**config.mk**
```make
export PLATFORM = sky130hd
export DESIGN_NAME = record_fifo
export DESIGN_NICKNAME = d
export VERILOG_FILES = /design/src/rtl/record_fifo.sv
export SDC_FILE = /design/constraint.sdc
export NUM_CORES = 1
export LEC_CHECK = 0
export ABC_AREA = 1
export BUFFER_PORTS_ARGS = -buffer_cell sky130_fd_sc_hd__buf_2
export CORE_MARGIN = 4
export CORE_UTILIZATION = 50
export CTS_CLUSTER_DIAMETER = 100
export DETAILED_ROUTE_END_ITERATION = 6
export PLACE_DENSITY = 0.65
export SKIP_LAST_GASP = 1
export SLEW_MARGIN = 20
export SYNTH_ARGS = -nofsm -noshare
export SYNTH_HDL_FRONTEND = slang
export SYNTH_SLANG_ARGS = --single-unit
```
**constraint.sdc**
```tcl
create_clock -name i_clk -period 3.1 [get_ports i_clk]
set_clock_uncertainty 0.15 [all_clocks]
set_input_delay 0.31 -clock i_clk [delete_from_list [all_inputs] [get_ports i_clk]]
set_output_delay 0.31 -clock i_clk [all_outputs]
set_load 0.05 [all_outputs]
```
**src/rtl/record_fifo.sv**
```systemverilog
// Single-clock record FIFO behind the write arbiter. Read data is registered,
// occupancy is an explicit counter, and overflow/underflow are sticky.
module record_fifo #(
  parameter int DATA_W = 8,
  parameter int DEPTH  = 8,
  localparam int AW    = $clog2(DEPTH)
) (
  input  logic              i_clk,
  input  logic              i_reset_n,
  input  logic              i_we,
  input  logic [DATA_W-1:0] i_wdata,
  input  logic              i_re,
  input  logic              i_clear,
  output logic [DATA_W-1:0] o_rdata,
  output logic              o_rvalid,
  output logic [AW:0]       o_records,
  output logic              o_full,
  output logic              o_empty,
  output logic              o_overflow,
  output logic              o_underflow
);

  localparam logic [AW:0] FULL_CNT = (AW+1)'(DEPTH);

  logic [DATA_W-1:0] mem_q [DEPTH];
  logic [AW-1:0]     wr_ptr_q, wr_ptr_d;
  logic [AW-1:0]     rd_ptr_q, rd_ptr_d;
  logic [AW:0]       count_q, count_d;
  logic              full_q, empty_q;
  logic              rvalid_q;
  logic [DATA_W-1:0] rdata_q;
  logic              ovf_q, udf_q;
  logic              rd_ok, wr_ok;

  // A pending clear suppresses both ports so they neither move state nor set flags.
  always_comb begin
    rd_ok    = i_re && !empty_q && !i_clear;
    wr_ok    = i_we && (!full_q || rd_ok) && !i_clear;
    wr_ptr_d = wr_ok ? wr_ptr_q + AW'(1) : wr_ptr_q;
    rd_ptr_d = rd_ok ? rd_ptr_q + AW'(1) : rd_ptr_q;
    count_d  = count_q;
    case ({wr_ok, rd_ok})
      2'b10:   count_d = count_q + (AW+1)'(1);
      2'b01:   count_d = count_q - (AW+1)'(1);
      default: count_d = count_q;
    endcase
  end

  always_ff @(posedge i_clk) begin
    if (wr_ok) begin
      mem_q[wr_ptr_q] <= i_wdata;
    end
  end

  always_ff @(posedge i_clk or negedge i_reset_n) begin
    if (!i_reset_n) begin
      wr_ptr_q <= '0;
      rd_ptr_q <= '0;
      count_q  <= '0;
      full_q   <= 1'b0;
      empty_q  <= 1'b1;
      rvalid_q <= 1'b0;
      rdata_q  <= '0;
      ovf_q    <= 1'b0;
      udf_q    <= 1'b0;
    end else if (i_clear) begin
      wr_ptr_q <= '0;
      rd_ptr_q <= '0;
      count_q  <= '0;
      full_q   <= 1'b0;
      empty_q  <= 1'b1;
      rvalid_q <= 1'b0;
      ovf_q    <= 1'b0;
      udf_q    <= 1'b0;
    end else begin
      wr_ptr_q <= wr_ptr_d;
      rd_ptr_q <= rd_ptr_d;
      count_q  <= count_d;
      full_q   <= (count_d == FULL_CNT);
      empty_q  <= (count_d == '0);
      rvalid_q <= rd_ok;
      if (rd_ok) begin
        rdata_q <= mem_q[rd_ptr_q];
      end
      if (i_we && !wr_ok) begin
        ovf_q <= 1'b1;
      end
      // Empty plus read is rejected even when a write lands the same cycle.
      if (i_re && empty_q) begin
        udf_q <= 1'b1;
      end
    end
  end

  assign o_rdata     = rdata_q;
  assign o_rvalid    = rvalid_q;
  assign o_records   = count_q;
  assign o_full      = full_q;
  assign o_empty     = empty_q;
  assign o_overflow  = ovf_q;
  assign o_underflow = udf_q;

endmodule

```
Word-level counts from Yosys, hierarchy flattened:

Memory sizes are Yosys's and may differ from the RTL's. A register that Yosys moved wholly into a read port is not among the register bits.
Index checks and enable logic that the tools add are counted.

* register bits: 15
* bits in writable memories: 64
* input bits: 13
* output and inout port bits: 17
* word-level logic and storage cells: 50
* memories: 1

* add/sub/neg operators: 4
* equality and inequality tests: 3
* mux-type cells: 15
* bitwise logic cells: 1
* reduce and logical (&&, ||, !) cells: 18

Memories
* mem_q: depth 8, width 8, read ports 1, clocked after Yosys merged registers in 1, wr ports 1, RTL line 25 `logic [DATA_W-1:0] mem_q [DEPTH];`

Operators with widths (count)
* 3-bit two-way mux: 4
* 1-bit two-way mux: 9
* 4-bit one-hot mux with 2 select lines: 1
* 2-bit nonzero test: 4
* 3-bit by 1-bit adder with 3-bit output, second input constant: 2
* 1-bit logical AND: 6
* 1-bit zero test: 5
* 4-bit by 1-bit adder with 4-bit output, second input constant: 1
* 4-bit == test, second input constant: 1
* 4-bit zero test: 1
* 4-bit two-way mux: 1
* 4-bit by 1-bit subtractor with 4-bit output, second input constant: 1
* 2-bit by 1-bit == test with 1-bit output, second input constant: 1
* 2-bit == test, second input constant: 1
* 2-bit AND reduction: 1
* 1-bit logical OR: 1
* 1-bit inverter: 1

Logic depth before layout (Yosys ltp):

* depth after elaboration: 10
* mapped depth: 16
* depth with buffers taken out: 16

Least setup slack after synthesis:

No wires, ideal clock.

* path kind: reg-to-reg
* start: reg empty_q (netlist: o_empty)
* end: reg empty_q (netlist: o_empty)
* setup time: 0.072 ns
* data arrival time: 2.271 ns
* data required time: 2.878 ns
* setup slack: 0.607 ns
* cell stages (with the launch flop): 15
* buffers on the path: 0
* clock period less this slack: 2.493 ns
* cells stage by stage: dfstp_2 > inv_1 > nand3_4 > inv_2 > ha_1 > nor2_1 > nor2_4 > ha_1 > inv_1 > o21ai_0 > nor2_1 > nand3_1 > nand2_1 > nand2_1 > inv_1

* cells in the longest elaborated chain, start to end: 10
* elaborated cells between the ends (all ways): 11
* those cells by class: 2 x eq/ne; 2 x mux; 7 x reduce/logical

RTL lines
* start: declaration: RTL line 29 `logic full_q, empty_q;`
* start signal: assignment: RTL line 80 `empty_q <= (count_d == '0);`
* 1-bit zero test (*): RTL line 37 `rd_ok = i_re && !empty_q && !i_clear;`
* 1-bit logical AND (*) (2 in a row): RTL line 37
* 1-bit logical OR: RTL line 38 `wr_ok = i_we && (!full_q || rd_ok) && !i_clear;`
* 1-bit logical AND (2 in a row): RTL line 38
* 2-bit by 1-bit == test with 1-bit output / 2-bit == test (equally long branches): RTL line 42 `case ({wr_ok, rd_ok})`
* 4-bit one-hot mux with 2 select lines (*): RTL line 42
* 4-bit zero test (*): RTL line 80
* 1-bit two-way mux (*): RTL line 66 `end else if (i_clear) begin`

Mark *: on every way between the ends. The rest lies on a longest branch, timed or not.
A chain may end at the register's enable or synchronous reset.

Worst setup path after layout:

Ends and elaborated chain as after synthesis.

==> results by group <==
CTS
  • Library cell used as clock root buffer: clkbuf_8
  • Count of clock tree sinks: 87
  • Count of buffers added by post-CTS timing repair for setup: 0
  • CTS clock-pin slew for the worst setup and hold paths: 0.08 ns
  • Clock latency at the later pin of the worst-skew pair: 0.35 ns
  • CTS tree: yes
  • Max Root-Sink Buffers: 2
  • Total clock buffers created by CTS: 9
  • Clock H-tree levels: 3

Worst hold path
  • Type of the tightest min-delay check: in2reg

Setup path
  • Critical-path maximum fanout: 12
  • List of cells traversed by the critical path: inv_1 > nand3_4 > inv_2 > ha_1 > nor2_1 > nor2_4 > ha_1 > inv_1 > o21ai_0 > nor2_1 > nand3_1 > nand2_1 > nand2_1 > inv_1
  • Category of the worst setup path launch point: flop
  • Cell repeated most along the worst path: inv_1
  • Arrival time worst endpoint: around 2.7 ns
  • Max incr delay on CP: approximately 0.54 ns
  • Critical path class: reg2reg
  • Slowest stage cell on the critical path: dfstp_2
  • Required arrival time at the worst endpoint: around 3.2 ns
  • Kind of capture point of the worst setup path: flop

Floorplanning
  • Core Area: 0.007214 mm²
  • Chip height: 94.05 µm
  • Effective utilization at floorplan: 51.32%
  • Die width: between 90 and 100 µm
  • Die outline area: approximately 0.009 mm²
  • Row Count: 31
  • Top-Level Pins: 30

Timing
  • Highest Clock Rate: 394.8 MHz
  • Number of setup violations in the final report: 0
  • Final critical-path setup slack: 0.5674 ns
  • Slew Viols, Final: 0
  • Final critical-path required period: 2.533 ns
  • Setup repair after global routing missed its margin: false
  • Number of failing hold endpoints at the final stage: 0
  • Max-slew headroom at the worst pin: 64.60%
  • Final critical-path share of the clock period: 81.70%
  • Actual slew at the worst max-slew pin: 0.5309 ns
  • Summed negative setup slack over all endpoints: 0 ns

Placement
  • Count of input and output buffers: 29
  • Number of placed instances with taps included: around 440
  • Worst slack at placement: roughly 0.51 ns
  • DPL Wire Length: 4.544 mm
  • Placer's final routability congestion estimate: roughly 0.85

Logic synthesis
  • Seq cells post-synth: just under 90
  • Number of warnings issued by yosys: 0
  • Fraction of synthesized cell area taken by the top area cell type: 51.91%
  • Post-synth cell types: 30
  • Cell taking the most area after synthesis: edfxtp_1
  • Gate count of the mapped netlist: 315
  • Post-synth design cell area: 0.003702 mm²
  • Syn_nets: 333
  • Seq/Total Area, Yosys: 67.49%
  • Synth top area cells: edfxtp_1 52%, dfrtp_1 15%, nor2_1 6.2%
  • Post-Syn Area per Cell: 11.75 µm²

Layout
  • Register area: 0.002499 mm²
  • Most frequent standard cell in the layout excluding fill and tap cells: edfxtp_1
  • Commonest non-fill, non-tap cells in the layout: 64 x edfxtp_1, 61 x nor2_1, 37 x nand2_1
  • Final Util: 56.87%
  • Fraction of layout instances using a drive strength above 1: 19.50%
  • Nets@finish: 372
  • Area added between synthesis and finish: 10.81%
  • Finished Layout Cells: 458
  • Fill cells: 622
  • Multi-input gate area in the final layout: 998.5 µm²
  • Antenna diode instance count: 0

Run status
  • Status: completed

Power
  • Int Pwr: 1.842 mW
  • Pleak: 1.648 nW
  • Switching power of the nets: 1.037 mW
  • Power density over the cells: between 700 and 800 mW/mm²
  • Peak supply drop: 0.0003205 V
  • Fraction of power spent switching nets: 36.01%
  • Clock power share: ~23%
  • Sequential share of power: about half
  • Total Power: roughly 2.9 mW
  • Combinational fraction of design power: a little over a quarter

Global route
  • Number of global-route vias before repair: about 2200
  • Global-route wire length before repair: 11.05 mm
  • All-layer global routing usage: 17.41%
  • Number of antenna violations at the first check in global routing: 0
  • Pin count of the biggest net entering global routing: 35
  • Total congestion overflow after global routing: 0

Drt
  • Drt pass-1 iters: 4
  • Detailed-route DRC error count: 0
  • DRC violation total after the first TritonRoute iteration: 104
  • Number of routed nets with antenna violations: 0
  • Number of vias in the routed layout: 2369
  • Average detailed-routed wire length per instance: 15.44 µm
  • Total wire length after detailed routing: 7.072 mm
  • Via density per instance: between 5 and 6

Job
  • Maximum capacitance violations: 0
## cell families (layout without fill, tap and decap cells)
kind of cell    after synthesis  count (layout)  synth area share [%]
compound gates               70              70                 10.85
xor+xnor                      2               2                0.4732
fa+ha+maj                     5               5                 1.690
buf+inv                      34              78                 5.542
flops                        87              87                 67.49
simple gates                117             117                 13.96
## layer usage
metal  share of wire, %  GRT usage, %  wire [µm]  vias to the layer above
li1                   -             -          -                     1169
met1                 44         22.04       3138                     1124
met2                 49         28.62       3481                       67
met3                5.1         4.968        362                        9
met4                1.3         6.137         89                        0
met5                  0             0          0                        -
## power by group through the flow
stage | Clock (mW) | Sequential [mW] | Combinational (mW)
floorplan | 0 | 1.69 | 0.388
global placement | 0 | 1.46 | 0.781
detailed placement | 0 | 1.46 | 0.789
CTS | 0.687 | 1.43 | 0.791
global route | 0.745 | 1.44 | 0.855
finish | 0.667 | 1.43 | 0.781
## synthesized netlist by cell type (all sizes together)
master and number:
a21oi 6, buf 12, clkinv 1, dfrtp 22, dfstp 1, edfxtp 64
ha 5, inv 21, nand2 41, nand2b 1, nand3 12, nor2 63
o211ai 16, o21ai 48, xnor2 1, xor2 1
## final timing paths
| kind | start | endpoint | slack (ns) | depth (start not counted) |
|---|---|---|---|---|
| max reg2reg | o_empty$_DFF_PN1_ | o_empty$_DFF_PN1_ | 0.57 | 14 |
| min in group asynchronous | i_reset_n | wr_ptr_q[0]$_DFFE_PN0P_ | 0.31 | 2 |
| max | o_empty$_DFF_PN1_ | o_empty$_DFF_PN1_ | 0.57 | 14 |
| min | i_clear | o_records[1]$_DFF_PN0_ | 0.07 | 2 |
| max in group asynchronous | i_reset_n | o_empty$_DFF_PN1_ | 2.11 | 2 |
| min reg2reg | o_rdata[0]$_DFFE_PN0P_ | o_rdata[0]$_DFFE_PN0P_ | 0.33 | 2 |
## sequential cells by signal, summed over array words and instances, names as in the netlist
signal       flops
o_underflow      1
o_full           1
wr_ptr_q         3
rd_ptr_q         3
o_rvalid         1
o_empty          1
o_rdata          8
o_records        4
o_overflow       1
mem_q           64
## per-stage QoR
step	hold WS, ns	area, µm²
after CTS	0.05206	4103
after global routing	0.04889	4103
after floorplan	-0.1356	3702
after detailed placement	0.1763	3931
final	0.06745	4103
after global placement	0.1728	3931
## timing repair
item | in CTS | in global routing
gates resized for setup | 0 | 0
hold buffers | 1 | 0
endpoints found under the setup margin | 0 | 0
endpoints found under the hold margin | 22 | 0
## cell type report
cell class | count | share of cell area (%)
clock buffer | 9 | 3.019
clock inverter | 7 | 0.9149
inverter | 22 | 2.196
multi-input combinational | 194 | 24.34
sequential | 87 | 60.90
tap | 99 | 3.019
timing repair buffer | 40 | 5.611
## critical path, delay by kind of cell (launching register included)
kind                       cells  cell delay [ns]
buffers and inverters          4             0.30
DFF                            1             0.54
and+or+nand+nor                7             0.73
AOI/OAI and AO/OA              1             0.19
adders and majority gates      2             0.56
No activity file was read; power rests on OpenSTA's default activity.
